**src/rtl/ysyx_220053_trap_pkg.sv**
```systemverilog
// Shared CSR addresses, op encodings, trap causes, sequencer states and mstatus field helpers
// for the trap/return sequencer.
package ysyx_220053_trap_pkg;

   localparam int XLEN = 64;

   localparam logic [11:0] CSR_MSTATUS  = 12'h300;
   localparam logic [11:0] CSR_MTVEC    = 12'h305;
   localparam logic [11:0] CSR_MSCRATCH = 12'h340;
   localparam logic [11:0] CSR_MEPC     = 12'h341;
   localparam logic [11:0] CSR_MCAUSE   = 12'h342;

   typedef enum logic [2:0] {
      CSR_OP_WRITE = 3'b000,
      CSR_OP_SET   = 3'b001,
      CSR_OP_CLEAR = 3'b010
   } csr_op_e;

   localparam logic [XLEN-1:0] MCAUSE_ECALL_M = 64'd11;
   localparam logic [XLEN-1:0] MCAUSE_MTIMER  = 64'h8000_0000_0000_0007;

   typedef enum logic [2:0] {
      IDLE, T_EPC, T_CAUSE, T_VEC, T_JUMP, M_READ, M_JUMP
   } trap_state_e;

   typedef struct packed {
      logic [1:0] mpp;
      logic       mpie;
      logic       mie;
   } mstatus_f_t;

   function automatic mstatus_f_t mstatus_apply(input logic [2:0] op, input mstatus_f_t cur,
                                                input mstatus_f_t d);
      case (op)
         CSR_OP_WRITE: return d;
         CSR_OP_SET:   return cur | d;
         CSR_OP_CLEAR: return cur & ~d;
         default:      return cur;
      endcase
   endfunction

   function automatic logic [XLEN-1:0] mstatus_image(input mstatus_f_t f);
      logic [XLEN-1:0] img;
      img        = '0;
      img[3]     = f.mie;
      img[7]     = f.mpie;
      img[12:11] = f.mpp;
      return img;
   endfunction

endpackage

```
**src/rtl/ysyx_220053_mstatus_reg.sv**
```systemverilog
// mstatus MIE/MPIE/MPP holder: trap entry beats mret exit beats an instruction write.
// Updates land on the next clock; mstatus_out is the registered image.
module ysyx_220053_mstatus_reg
   import ysyx_220053_trap_pkg::*;
(
   input  logic            clk,
   input  logic            rst,
   input  logic            trap_enter,
   input  logic            mret_exit,
   input  logic            inst_wen,
   input  logic [2:0]      inst_op,
   input  mstatus_f_t      inst_data,
   output logic [XLEN-1:0] mstatus_out
);

   mstatus_f_t fields_q, fields_d;

   always_comb begin
      fields_d = fields_q;
      if (trap_enter) begin
         fields_d.mpie = fields_q.mie;
         fields_d.mie  = 1'b0;
         fields_d.mpp  = 2'b11;
      end else if (mret_exit) begin
         fields_d.mie  = fields_q.mpie;
         fields_d.mpie = 1'b1;
         fields_d.mpp  = 2'b11;
      end else if (inst_wen) begin
         fields_d = mstatus_apply(inst_op, fields_q, inst_data);
      end
   end

   always_ff @(posedge clk or posedge rst) begin
      if (rst) begin
         fields_q <= '{mpp: 2'b11, mpie: 1'b0, mie: 1'b0};
      end else begin
         fields_q <= fields_d;
      end
   end

   assign mstatus_out = mstatus_image(fields_q);

endmodule

```
**src/rtl/ysyx_220053_trap_ctrl.sv**
```systemverilog
// Trap/mret sequencer sharing the CSR file port with instruction CSR accesses.
// Trap redirects 4 cycles after acceptance, mret 2 cycles; stall holds the pipeline meanwhile.
module ysyx_220053_trap_ctrl
   import ysyx_220053_trap_pkg::*;
(
   input  logic            clk,
   input  logic            rst,
   input  logic            ecall_req,
   input  logic            mret_req,
   input  logic            timer_irq,
   input  logic [XLEN-1:0] pc_in,
   input  logic            inst_csr_wen,
   input  logic [11:0]     inst_csr_id,
   input  logic [2:0]      inst_csr_op,
   input  logic [XLEN-1:0] inst_csr_data,
   output logic [XLEN-1:0] inst_csr_rdata,
   output logic            csr_wen,
   output logic [11:0]     csr_id,
   output logic [2:0]      csr_op,
   output logic [XLEN-1:0] csr_data,
   input  logic [XLEN-1:0] csr_rdata,
   output logic            stall,
   output logic            redirect_valid,
   output logic [XLEN-1:0] redirect_pc,
   output logic            trap_ack,
   output logic [XLEN-1:0] mstatus_out
);

   trap_state_e     state_q, state_d;
   logic [XLEN-1:0] cause_q, cause_d;
   logic [XLEN-1:0] epc_q, epc_d;
   logic [XLEN-1:0] ret_pc_q, ret_pc_d;
   logic [XLEN-1:2] vec_q, vec_d;

   logic is_idle, take_timer, trap_enter, accept, mst_wen;

   assign is_idle    = (state_q == IDLE);
   assign take_timer = timer_irq & mstatus_out[3];
   assign trap_enter = is_idle & (take_timer | ecall_req);
   assign accept     = is_idle & (take_timer | ecall_req | mret_req);
   // Instruction writes to mstatus never reach the CSR file; this block owns those bits.
   assign mst_wen    = is_idle & ~accept & inst_csr_wen & (inst_csr_id == CSR_MSTATUS);

   ysyx_220053_mstatus_reg u_mstatus (
      .clk        (clk),
      .rst        (rst),
      .trap_enter (trap_enter),
      .mret_exit  (state_q == M_JUMP),
      .inst_wen   (mst_wen),
      .inst_op    (inst_csr_op),
      .inst_data  ('{mpp: inst_csr_data[12:11], mpie: inst_csr_data[7], mie: inst_csr_data[3]}),
      .mstatus_out(mstatus_out)
   );

   always_comb begin
      state_d  = state_q;
      cause_d  = cause_q;
      epc_d    = epc_q;
      ret_pc_d = ret_pc_q;
      vec_d    = vec_q;
      case (state_q)
         IDLE: begin
            if (trap_enter) begin
               state_d = T_EPC;
               cause_d = take_timer ? MCAUSE_MTIMER : MCAUSE_ECALL_M;
               epc_d   = pc_in;
            end else if (mret_req) begin
               state_d = M_READ;
            end
         end
         T_EPC:   state_d = T_CAUSE;
         T_CAUSE: state_d = T_VEC;
         T_VEC: begin
            vec_d   = csr_rdata[XLEN-1:2];
            state_d = T_JUMP;
         end
         M_READ: begin
            ret_pc_d = csr_rdata;
            state_d  = M_JUMP;
         end
         default: state_d = IDLE;
      endcase
   end

   always_ff @(posedge clk or posedge rst) begin
      if (rst) begin
         state_q  <= IDLE;
         cause_q  <= '0;
         epc_q    <= '0;
         ret_pc_q <= '0;
         vec_q    <= '0;
      end else begin
         state_q  <= state_d;
         cause_q  <= cause_d;
         epc_q    <= epc_d;
         ret_pc_q <= ret_pc_d;
         vec_q    <= vec_d;
      end
   end

   always_comb begin
      csr_wen  = 1'b0;
      csr_id   = inst_csr_id;
      csr_op   = inst_csr_op;
      csr_data = inst_csr_data;
      case (state_q)
         IDLE:    csr_wen = inst_csr_wen & ~accept & (inst_csr_id != CSR_MSTATUS);
         T_EPC: begin
            csr_wen  = 1'b1;
            csr_id   = CSR_MEPC;
            csr_op   = CSR_OP_WRITE;
            csr_data = epc_q;
         end
         T_CAUSE: begin
            csr_wen  = 1'b1;
            csr_id   = CSR_MCAUSE;
            csr_op   = CSR_OP_WRITE;
            csr_data = cause_q;
         end
         T_VEC:   csr_id = CSR_MTVEC;
         M_READ:  csr_id = CSR_MEPC;
         default: ;
      endcase
   end

   assign stall          = ~is_idle | accept;
   assign redirect_valid = (state_q == T_JUMP) | (state_q == M_JUMP);
   assign trap_ack       = redirect_valid;
   assign redirect_pc    = (state_q == T_JUMP) ? {vec_q, 2'b00} :
                           (state_q == M_JUMP) ? ret_pc_q : '0;
   assign inst_csr_rdata = (inst_csr_id == CSR_MSTATUS) ? mstatus_out : csr_rdata;

endmodule
```
**config.mk**
```make
export PLATFORM = sky130hd
export DESIGN_NAME = ysyx_220053_trap_ctrl
export DESIGN_NICKNAME = d
export VERILOG_FILES = /design/src/rtl/ysyx_220053_trap_pkg.sv /design/src/rtl/ysyx_220053_mstatus_reg.sv /design/src/rtl/ysyx_220053_trap_ctrl.sv
export SDC_FILE = /design/constraint.sdc
export NUM_CORES = 1
export LEC_CHECK = 0
export CELL_PAD_IN_SITES_DETAIL_PLACEMENT = 1
export CELL_PAD_IN_SITES_GLOBAL_PLACEMENT = 2
export CORE_MARGIN = 2
export CORE_UTILIZATION = 26
export CTS_CLUSTER_DIAMETER = 100
export DETAILED_ROUTE_END_ITERATION = 6
export PLACE_DENSITY_LB_ADDON = 0.1
export SYNTH_ARGS = -nofsm -noshare
export SYNTH_HDL_FRONTEND = slang
export SYNTH_SLANG_ARGS = --single-unit
```
**constraint.sdc**
```tcl
create_clock -name clk -period 9.55 [get_ports clk]
set_clock_uncertainty 0.15 [all_clocks]
set_input_delay 0.955 -clock clk [delete_from_list [all_inputs] [get_ports clk]]
set_output_delay 0.955 -clock clk [all_outputs]
set_load 0.05 [all_outputs]
```
==> run summary, run 1 <==
First-pass GRT wire length -> 55.3 mm
Fin Setup TNS -> 0 ns
Seq cells post-synth -> 200
Crit Path Class -> in -> out
Post-CTS setup buffer count -> 0
Final Hold Vio Count -> 0
Status -> finished clean
Top cells by area, synth -> dfrtp_1 (47%), nand2_1 (7.2%), mux2_1 (7.0%)
Hold_buf cts -> 0
Post-Synthesis Cells -> 1012
Most common cell after layout, fill and taps aside -> clkdlybuf4s50_1
Adder-cell share of the synthesized area -> 0.0953%
Vias in the first global route -> 8897
I/O Buffers -> 427
Data required time at the worst endpoint -> 8.45 ns
Yosys cell types -> 47
Synth Area in Simple Gates -> 16.0%
Dominant synthesized flop cell -> dfrtp_1
Largest family of logic cells by synthesized area -> multiplexers
Share of the synthesized area in the top cell type -> 47.2%
Peak Freq -> 0.184 GHz
DP Wirelength -> 27.0 mm
Via density -> 4.45
Die ar. -> 42000 sq um
Slowest CP cell -> nand3_2
DP Worst Slack -> 4.02 ns
Initial antenna violation count -> 7
Site Rows -> 73
Detail Route Antenna Nets -> 0
Nets -> 1610
Post-synthesis sequential area ratio -> 47.7%
Initial Util -> 26.4%
Finished Core Util -> 38.9%
Compound-Gate Fraction of Synth Area -> 7.82%
Crit-path leading delay family -> simple AND/OR/NAND/NOR gates
Number of CTS-inserted buffers -> 17
Mux contribution to synthesized area -> 20.0%
Register area -> 5010 sq um
Die height -> 205 um
Maximum vdd drop -> 0.162 mV
Hold WC Path Type -> reg -> reg
Synthesized area per cell -> 10.4 sq um
Placed instance area -> 14900 sq um
Routed len/inst -> 19.2 um
Total chip power -> 5.64 mW
Final worst path period share -> 56.9%
DRT iter0 DRCs -> 309
Slew headroom -> 28.7%
Setup crit start kind -> input port
Routability Congestion -> 0.710
Fillers -> 4491
Share of synthesized registers carrying an async set or reset -> 100%
Critical Path Sink Type -> output port
Syn. warnings -> 0
# IOs -> 488
Clock slew at reported path FFs -> 0.08 ns
Largest net degree at the start of global routing -> 128
Worst skew pair latency -> 0.43 ns
Fin area -> 15500 sq um
Mapped cell area -> 10500 sq um
CTS tree -> yes
Synth area leader -> dfrtp_1
Post-route minimum period -> 5.43 ns
CTS max path bufs -> 2
Core area -> 39800 sq um
Post-CTS sizing -> 0
Max cap viols -> 0
Xor/xnor cell area share of the yosys netlist -> 0.167%
Vias -> 8630
CP bufs+invs -> 2
Drt total wl -> 37.3 mm
Pleak -> 6.73 nW
Final setup viols -> 0
Pwr dens -> 364 nW/um^2
Area of the multi-input gates -> 4890 sq um
Worst-Margin Slew -> 1.07 ns
Fin. max-slew vios -> 0
Residual DRC -> 0
Slowest stage delay, CP -> 0.91 ns
CP max FO -> 65
Worst path cell trace -> clkdlybuf4s50_1 > nor4_2 > nand3_2 > a211oi_1 > a211oi_1 > clkdlybuf4s50_1
H-tree levels -> 4
Most frequent cells in the layout -> clkdlybuf4s50_1 (427), nand2_1 (201), dfrtp_1 (197)
EDFF count, synth -> 0
Die X -> 205 um
GRT overflow -> 0
Final worst slack -> 4.12 ns
WP data arrival -> 4.33 ns
Layout cells sized above 1 -> 8.87%
CTS Sinks -> 200
Area Overhead vs Synth -> 47.5%
CTS root buf -> clkbuf_16
DRT Pass-1 Iters -> 4
RSZ-0062 raised after global routing -> false
Total GRT Usage -> 17.5%
-- state kept, by name, summed over array words and instances (netlist names) --
| signal | cells |
|---|---|
| cause_q | 3 |
| epc_q | 64 |
| ret_pc_q | 64 |
| state_q | 3 |
| u_mstatus.mstatus_out | 4 |
| vec_q | 62 |
-- synth_stat cells, types with 4 or more instances --
cell type and count:
nand2b_1 4, dfrtp_1 198, inv_1 7, mux2_1 65
and2_1 68, buf_4 81, a21oi_1 17, o21ai_0 5
mux2i_1 64, nand2_1 202, buf_2 21, clkbuf_1 22
a22o_1 59, mux2_2 65, o22ai_1 8, nor2_1 70
-- worst register-to-register path: stages (launching register included) --
cell and delay [ns]:
dfrtp_1 0.83, inv_2 0.33, nand2_4 0.69, inv_1 0.40, a21oi_1 0.38, o311ai_1 0.17
-- path summary, 6_finish.rpt --
| check | from | to | slack (ns) | cells past startpoint |
|---|---|---|---|---|
| max in group asynchronous | rst | vec_q[19]$_DFFE_PP0P_ | 6.74 | 3 |
| hold / removal | epc_q[19]$_DFFE_PP0P_ | epc_q[19]$_DFFE_PP0P_ | 0.33 | 2 |
| setup / recovery | inst_csr_id[2] | csr_wen | 4.12 | 6 |
| min in group asynchronous | rst | vec_q[44]$_DFFE_PP0P_ | 0.97 | 2 |
| setup reg to reg | state_q[0]$_DFFE_PP0P_ | u_mstatus.mstatus_out[12]$_DFFE_PP1P_ | 6.52 | 5 |
| hold reg to reg | epc_q[19]$_DFFE_PP0P_ | epc_q[19]$_DFFE_PP0P_ | 0.33 | 2 |
-- power by group --
| part | internal [mW] | switching, mW | total (mW) |
|---|---|---|---|
| registers | 1.27 | 0.306 | 1.57 |
| logic | 1.23 | 2.15 | 3.38 |
| clock network | 0.349 | 0.345 | 0.694 |
| total | 2.84 | 2.80 | 5.64 |
-- layer usage --
metal | GRT usage (%) | up-vias | routed length, um
li1 | - | 4082 | -
met1 | 22.4 | 4237 | 16200
met2 | 28.9 | 286 | 18000
met3 | 5.30 | 21 | 2690
met4 | 4.29 | 4 | 400
met5 | 0 | - | 28
-- final cells by class --
cell class | instances | share of cell area [%]
Antenna cell | 5 | 0.0807
Clock buffer | 19 | 2.86
Clock inverter | 13 | 0.710
Inverter | 10 | 0.291
Multi-Input combinational cell | 733 | 31.5
Sequential cell | 200 | 32.3
Tap cell | 525 | 4.24
Timing Repair Buffer | 435 | 28.0
-- cell families after synthesis --
group / after synthesis
buffers and inverters: 138
other: 1
muxes: 194
and+or+nand+nor: 368
adders and majority gates: 1
AOI/OAI and AO/OA: 108
DFF: 200
xor gates and xnor gates: 2
-- stage by stage --
step	cells	hold WS, ns
2_1_floorplan	1071	0.296
3_5_place_dp	1903	0.317
3_3_place_gp	1903	0.311
4_1_cts	1935	0.337
6_report	1940	0.328
5_1_grt	1938	0.351
Power figures use the tool's default switching activity.
==> inputs of run 2 (changes only) <==
--- a/config.mk
+++ b/config.mk
@@ -8,7 +8,7 @@
 export CELL_PAD_IN_SITES_DETAIL_PLACEMENT = 1
 export CELL_PAD_IN_SITES_GLOBAL_PLACEMENT = 2
 export CORE_MARGIN = 2
-export CORE_UTILIZATION = 26
+export CORE_UTILIZATION = 24
 export CTS_CLUSTER_DIAMETER = 100
 export DETAILED_ROUTE_END_ITERATION = 6
 export PLACE_DENSITY_LB_ADDON = 0.1
==> constraint.sdc (replaced) <==
create_clock -name clk -period 5.7 [get_ports clk]
set_clock_uncertainty 0.15 [all_clocks]
set_input_delay 0.57 -clock clk [delete_from_list [all_inputs] [get_ports clk]]
set_output_delay 0.57 -clock clk [all_outputs]
set_load 0.05 [all_outputs]
==> run 2 against run 1 <==
Net effect: final cell count is 3.1% higher; utilization is 2.6 points lower; worst setup slack lost 2.7 ns; first-iteration DRC count down 0.97%; critical path depth decreased by 1; power increased by 70%; routed wire length is 2.4% higher; cell area up 1.1%; count of clock-buffer cells in the layout grew 3; register-to-register slack got worse by 4.2 ns; sequential share of layout area is 0.35 points lower; largest power group unchanged.
==> run summary, run 2 (synthesis results as in run 1) <==
CTS max path bufs -> 2 (unchanged)
RSZ-0062 raised after global routing -> false (unchanged)
Largest net degree at the start of global routing -> 109 (was 128)
CP max FO -> 37 (was 65)
Via density -> 4.30 (was 4.45)
Finished Layout Cells -> 2001 (was 1940)
GRT overflow -> 0 (unchanged)
Psw -> 4.70 mW (was 2.80 mW)
Fin Setup TNS -> 0 ns (unchanged)
Post-CTS setup buffer count -> 0 (unchanged)
Sequential Power Share -> 27.0% (was 27.9%)
Finished Core Util -> 36.3% (was 38.9%)
Site Rows -> 76 (was 73)
R2R Setup Slk -> 2.32 ns (was 6.52 ns)
Most frequent cells in the layout -> clkdlybuf4s50_1 (427), nand2_1 (201), dfrtp_1 (197) (unchanged)
Area Overhead vs Synth -> 49.1% (was 47.5%)
Setup crit start kind -> flop (was input port)
Vias in the first global route -> 8946 (was 8897)
DRT Pass-1 Iters -> 4 (unchanged)
First-pass GRT wire length -> 56.7 mm (was 55.3 mm)
Pleak -> 6.78 nW (was 6.73 nW)
Worst Setup SP -> state_q[1]$_DFFE_PP0P_ (was inst_csr_id[2])
Hold slack final -> 0.330 ns (was 0.328 ns)
Nets -> 1614 (was 1610)
Pwr dens -> 614 nW/um^2 (was 364 nW/um^2)
Cells on worst reg2reg path -> 4 (was 5)
Die X -> 213 um (was 205 um)
DP Wirelength -> 28.1 mm (was 27.0 mm)
Combinational power share -> 59.6% (was 59.8%)
I/O Buffers -> 427 (unchanged)
Total chip power -> 9.62 mW (was 5.64 mW)
Peak Freq -> 0.234 GHz
CTS tree -> yes (unchanged)
Fin. max-slew vios -> 0 (unchanged)
Crit path capture -> csr_data[49] (was csr_wen)
Most common cell after layout, fill and taps aside -> clkdlybuf4s50_1 (unchanged)
WP data arrival -> 3.56 ns (was 4.33 ns)
Layout cells sized above 1 -> 9.05% (was 8.87%)
Max cap viols -> 0 (unchanged)
Status -> finished clean (unchanged)
Hold WC Path Type -> reg -> reg (unchanged)
Critical Path Sink Type -> output port (unchanged)
Total GRT Usage -> 16.7% (was 17.5%)
Post-route minimum period -> 4.28 ns
Hold_buf cts -> 0 (unchanged)
Number of CTS-inserted buffers -> 17 (unchanged)
Initial Util -> 24.3% (was 26.4%)
Crit Path Class -> reg -> out (was in -> out)
Dpl cells -> 1967 (was 1903)
Routability Congestion -> 0.702 (was 0.710)
DRT iter0 DRCs -> 306 (was 309)
Worst R2R End -> ret_pc_q[7]$_DFFE_PP0P_ (was u_mstatus.mstatus_out[12]$_DFFE_PP1P_)
Die height -> 213 um (was 205 um)
Initial antenna violation count -> 7 (unchanged)
Residual DRC -> 0 (unchanged)
Final setup viols -> 0 (unchanged)
Final worst path period share -> 75.1%
# IOs -> 488 (unchanged)
Worst skew pair latency -> 0.45 ns (was 0.43 ns)
Detail Route Antenna Nets -> 0 (unchanged)
Slew headroom -> 32.2% (was 28.7%)
CTS root buf -> clkbuf_16 (unchanged)
Core area -> 43200 sq um (was 39800 sq um)
Clk network pwr share -> 13.4% (was 12.3%)
Worst-Margin Slew -> 1.02 ns (was 1.07 ns)
Sw frac -> 48.9% (was 49.6%)
FF-to-FF Start -> state_q[1]$_DFFE_PP0P_ (was state_q[0]$_DFFE_PP0P_)
Die ar. -> 45500 sq um (was 42000 sq um)
Routed len/inst -> 19.1 um (was 19.2 um)
Fillers -> 4921 (was 4491)
Maximum vdd drop -> 0.307 mV (was 0.162 mV)
Data required time at the worst endpoint -> 4.98 ns (was 8.45 ns)
Drt total wl -> 38.2 mm (was 37.3 mm)
Clock slew at reported path FFs -> 0.08 ns (about the same)
Top Registers -> epc_q: 64 flops, ret_pc_q: 64 flops, vec_q: 62 flops (unchanged)
Final Hold Vio Count -> 0 (unchanged)
CTS Sinks -> 200 (unchanged)
Post-CTS sizing -> 0 (unchanged)
H-tree levels -> 4 (unchanged)
Vias -> 8608 (was 8630)
Pint -> 4.92 mW (was 2.84 mW)
-- run 2: changes by cell type in the layout (fill, tap and decap cells not counted), moves of 2 or more --
cell	before	now
buf_4	8	11
bufinv_16	0	3
clkbuf_8	1	3
clkinv_4	4	1
diode_2	5	2
inv_6	4	2
inv_8	3	0
-- run 2: area by class of cell --
type	count	area [sq um]	share of cell area (%)
repair buffers	439	4380	27.9
flip-flops and latches	200	5010	32.0
well taps	585	732	4.67
clock inverters	10	139	0.886
clock buffers	22	474	3.03
multi-input cells	733	4890	31.2
inverters	10	41.3	0.263
diodes	2	5.00	0.0319
-- run 2: worst min path at each step --
| stage | cells after the start | startpoint | slack [ns] | end |
|---|---|---|---|---|
| 5_1_grt | 1 | vec_q[8]$_DFFE_PP0P_ | 0.36 | vec_q[8]$_DFFE_PP0P_ |
| 4_1_cts | 2 | epc_q[12]$_DFFE_PP0P_ | 0.34 | epc_q[12]$_DFFE_PP0P_ |
| 2_1_floorplan | 2 | epc_q[59]$_DFFE_PP0P_ | 0.30 | epc_q[59]$_DFFE_PP0P_ |
| 3_3_place_gp | 2 | epc_q[12]$_DFFE_PP0P_ | 0.31 | epc_q[12]$_DFFE_PP0P_ |
| 3_5_place_dp | 2 | epc_q[12]$_DFFE_PP0P_ | 0.32 | epc_q[12]$_DFFE_PP0P_ |
| 6_report | 2 | epc_q[1]$_DFFE_PP0P_ | 0.33 | epc_q[1]$_DFFE_PP0P_ |
-- run 2: worst max-delay path, stage by stage (launching register included) --
cell	delay, ns
dfrtp_4	0.84
xor2_1	0.23
nand2_2	0.50
buf_4	0.45
a22o_1	0.19
clkdlybuf4s50_1	0.84
-- run 2: power groups by stage --
stage	Sequential, mW	Combinational (mW)	Clock (mW)
after floorplan	2.42	4.15	0
after global placement	2.60	5.79	0
after detailed placement	2.62	5.84	0
after CTS	2.61	5.86	1.35
after global routing	2.70	6.14	1.40
final	2.59	5.74	1.29
-- run 2: metrics by stage --
| stage | setup slack [ns] | instance area [sq um] |
|---|---|---|
| floorplan | 2.39 | 10700 |
| finish | 1.42 | 15700 |
| global placement | 1.61 | 15100 |
| CTS | 1.31 | 15700 |
| global route | 1.20 | 15700 |
| detailed placement | 1.55 | 15100 |
-- run 2: layer usage --
metal / vias to the layer above / global-route usage, % / wire length [um]
met2: 271 / 27.1 / 17900
met4: 10 / 4.09 / 414
li1: 4082 / - / -
met5: - / 0 / 64
met3: 29 / 6.00 / 3200
met1: 4216 / 21.3 / 16700
==> inputs of run 3 (changes only) <==
--- a/config.mk
+++ b/config.mk
@@ -8,7 +8,7 @@
 export CELL_PAD_IN_SITES_DETAIL_PLACEMENT = 1
 export CELL_PAD_IN_SITES_GLOBAL_PLACEMENT = 2
 export CORE_MARGIN = 2
-export CORE_UTILIZATION = 24
+export CORE_UTILIZATION = 22
 export CTS_CLUSTER_DIAMETER = 100
 export DETAILED_ROUTE_END_ITERATION = 6
 export PLACE_DENSITY_LB_ADDON = 0.1
==> constraint.sdc (replaced) <==
create_clock -name clk -period 3.85 [get_ports clk]
set_clock_uncertainty 0.15 [all_clocks]
set_input_delay 0.385 -clock clk [delete_from_list [all_inputs] [get_ports clk]]
set_output_delay 0.385 -clock clk [all_outputs]
set_load 0.05 [all_outputs]
==> run 3 against run 2 <==
Net effect: sequential cell count is the same; non-clock buffer count grew 7; cell area shrank 0.23%; hold slack lost 0.026 ns; critical path type unchanged; power grew 47%; final cell count grew 1.9%; register-to-register slack lost 1.0 ns; global-route usage shrank 1.5 points; first-iteration DRC count grew 16%; via count shrank 0.50%; combinational power grew 48%.
==> run summary, run 3 (synthesis results as in run 1) <==
Area Overhead vs Synth -> 48.8% (was 49.1%)
Residual DRC -> 0 (unchanged)
DP Worst Slack -> 0.518 ns (was 1.55 ns)
Detail Route Antenna Nets -> 0 (unchanged)
Met2 usage -> 25.8% (was 27.1%)
Clk network pwr share -> 13.3% (was 13.4%)
Core area -> 47400 sq um (was 43200 sq um)
Drt total wl -> 38.0 mm (was 38.2 mm)
Status -> finished clean (unchanged)
Final worst path period share -> 88.2%
Die height -> 223 um (was 213 um)
Dpl cells -> 2004 (was 1967)
Initial antenna violation count -> 4 (was 7)
Grt peak-use layer -> met2 (unchanged)
Fin. max-slew vios -> 0 (unchanged)
Met1 Use GR -> 19.1% (was 21.3%)
Hold_buf cts -> 0 (unchanged)
Sw frac -> 49.5% (was 48.9%)
DP Wirelength -> 28.1 mm (about the same)
Crit Path Class -> reg -> out (unchanged)
Most frequent cells in the layout -> clkdlybuf4s50_1 (355), nand2_1 (201), dfrtp_1 (197) (was clkdlybuf4s50_1 (427), nand2_1 (201), dfrtp_1 (197))
Vias in the first global route -> 9116 (was 8946)
Post-CTS setup buffer count -> 0 (unchanged)
Psw -> 7.00 mW (was 4.70 mW)
CP max FO -> 28 (was 37)
GRT overflow -> 0 (unchanged)
Most common cell after layout, fill and taps aside -> clkdlybuf4s50_1 (unchanged)
WP data arrival -> 2.86 ns (was 3.56 ns)
CTS root buf -> clkbuf_16 (unchanged)
DRT iter0 DRCs -> 355 (was 306)
Nets -> 1621 (was 1614)
Final Hold Vio Count -> 0 (unchanged)
CTS tree -> yes (unchanged)
Layout cells sized above 1 -> 14.7% (was 9.05%)
Combinational power share -> 59.9% (was 59.6%)
Pleak -> 6.91 nW (was 6.78 nW)
Critical Path Sink Type -> output port (unchanged)
Met3 usage -> 4.65% (was 6.00%)
Die X -> 223 um (was 213 um)
CTS Sinks -> 200 (unchanged)
Routed len/inst -> 18.6 um (was 19.1 um)
First-pass GRT wire length -> 57.4 mm (was 56.7 mm)
Via density -> 4.20 (was 4.30)
Hold slack final -> 0.305 ns (was 0.330 ns)
Hold WC Path Type -> in -> reg (was reg -> reg)
Clock slew at reported path FFs -> 0.08 ns (about the same)
Pint -> 7.14 mW (was 4.92 mW)
Slew headroom -> 41.1% (was 32.2%)
Die ar. -> 49500 sq um (was 45500 sq um)
Fillers -> 5415 (was 4921)
Setup crit start kind -> flop (unchanged)
H-tree levels -> 4 (unchanged)
Initial Util -> 22.1% (was 24.3%)
I/O Buffers -> 427 (unchanged)
Max cap viols -> 0 (unchanged)
Post-CTS sizing -> 0 (unchanged)
RSZ-0062 raised after global routing -> false (unchanged)
Final worst slack -> 0.456 ns (was 1.42 ns)
Vias -> 8565 (was 8608)
Peak Freq -> 0.295 GHz
Post-route minimum period -> 3.39 ns
Worst skew pair latency -> 0.45 ns (about the same)
Finished Layout Cells -> 2039 (was 2001)
Top Registers -> epc_q: 64 flops, ret_pc_q: 64 flops, vec_q: 62 flops (unchanged)
DRT Pass-1 Iters -> 4 (unchanged)
Number of CTS-inserted buffers -> 17 (unchanged)
Worst-Margin Slew -> 0.884 ns (was 1.02 ns)
Fin Setup TNS -> 0 ns (unchanged)
Pwr dens -> 904 nW/um^2 (was 614 nW/um^2)
CTS max path bufs -> 2 (unchanged)
Data required time at the worst endpoint -> 3.31 ns (was 4.98 ns)
Maximum vdd drop -> 0.475 mV (was 0.307 mV)
Sequential Power Share -> 26.8% (was 27.0%)
Site Rows -> 80 (was 76)
Final setup viols -> 0 (unchanged)
Total GRT Usage -> 15.3% (was 16.7%)
Largest net degree at the start of global routing -> 145 (was 109)
Routability Congestion -> 0.696 (was 0.702)
# IOs -> 488 (unchanged)
## run 3: cell types whose count changed in the layout (fill, tap and decap cells not counted), sizes merged
| cell | previous run | this run |
|---|---|---|
| clkinv | 4 | 6 |
| buf | 12 | 91 |
| clkdlybuf4s50 | 427 | 355 |
| clkbuf | 22 | 18 |
| bufinv | 3 | 2 |
| diode | 2 | 3 |
| inv | 11 | 14 |
## run 3: stage by stage
step                      area [sq um]  util (%)  power [mW]
after floorplan                  10700         -        9.72
after global placement           15000      31.7        12.4
after detailed placement         15000      31.7        12.5
after CTS                        15600      32.9        14.4
after global routing             15600      32.9        15.1
final                            15600      33.0        14.1
## run 3: routing by layer
metal / vias up / wire length (um)
li1: 4102 / -
met4: 4 / 328
met5: - / 30
met2: 245 / 18500
met3: 20 / 2510
met1: 4194 / 16600
## run 3: cell type report
class                           instances  area (sq um)  area share [%]
Timing Repair Buffer                  446          4310            27.6
Antenna cell                            3          7.51          0.0480
Inverter                               10          41.3           0.264
Tap cell                              615           769            4.92
Sequential cell                       200          5010            32.1
Clock inverter                         14           163            1.04
Clock buffer                           18           439            2.81
Multi-Input combinational cell        733          4890            31.3
## run 3: path summary, 6_finish.rpt
| check | from | end | slack (ns) | cells after the start |
|---|---|---|---|---|
| worst max-delay path | state_q[2]$_DFFE_PP0P_ | redirect_pc[25] | 0.46 | 4 |
| worst min-delay path | pc_in[51] | epc_q[51]$_DFFE_PP0P_ | 0.30 | 3 |
| worst max register to register | state_q[1]$_DFFE_PP0P_ | vec_q[15]$_DFFE_PP0P_ | 1.30 | 4 |
| worst min register to register | epc_q[12]$_DFFE_PP0P_ | epc_q[12]$_DFFE_PP0P_ | 0.33 | 2 |
| max in group asynchronous | rst | state_q[1]$_DFFE_PP0P_ | 2.40 | 3 |
| min in group asynchronous | rst | ret_pc_q[8]$_DFFE_PP0P_ | 0.36 | 3 |
## run 3: power groups by stage
stage	Clock [mW]	Combinational, mW	Sequential (mW)
final	1.89	8.47	3.79
after global routing	2.07	9.04	3.95
after CTS	1.99	8.66	3.80
after detailed placement	0	8.65	3.83
after global placement	0	8.58	3.81
after floorplan	0	6.14	3.58
## run 3: worst max-delay path, cell delays in order, from the launching register on
cell and delay [ns]:
dfrtp_1 0.73, nand2_4 0.29, buf_4 0.34, nor2_1 0.17
clkdlybuf4s50_1 0.86
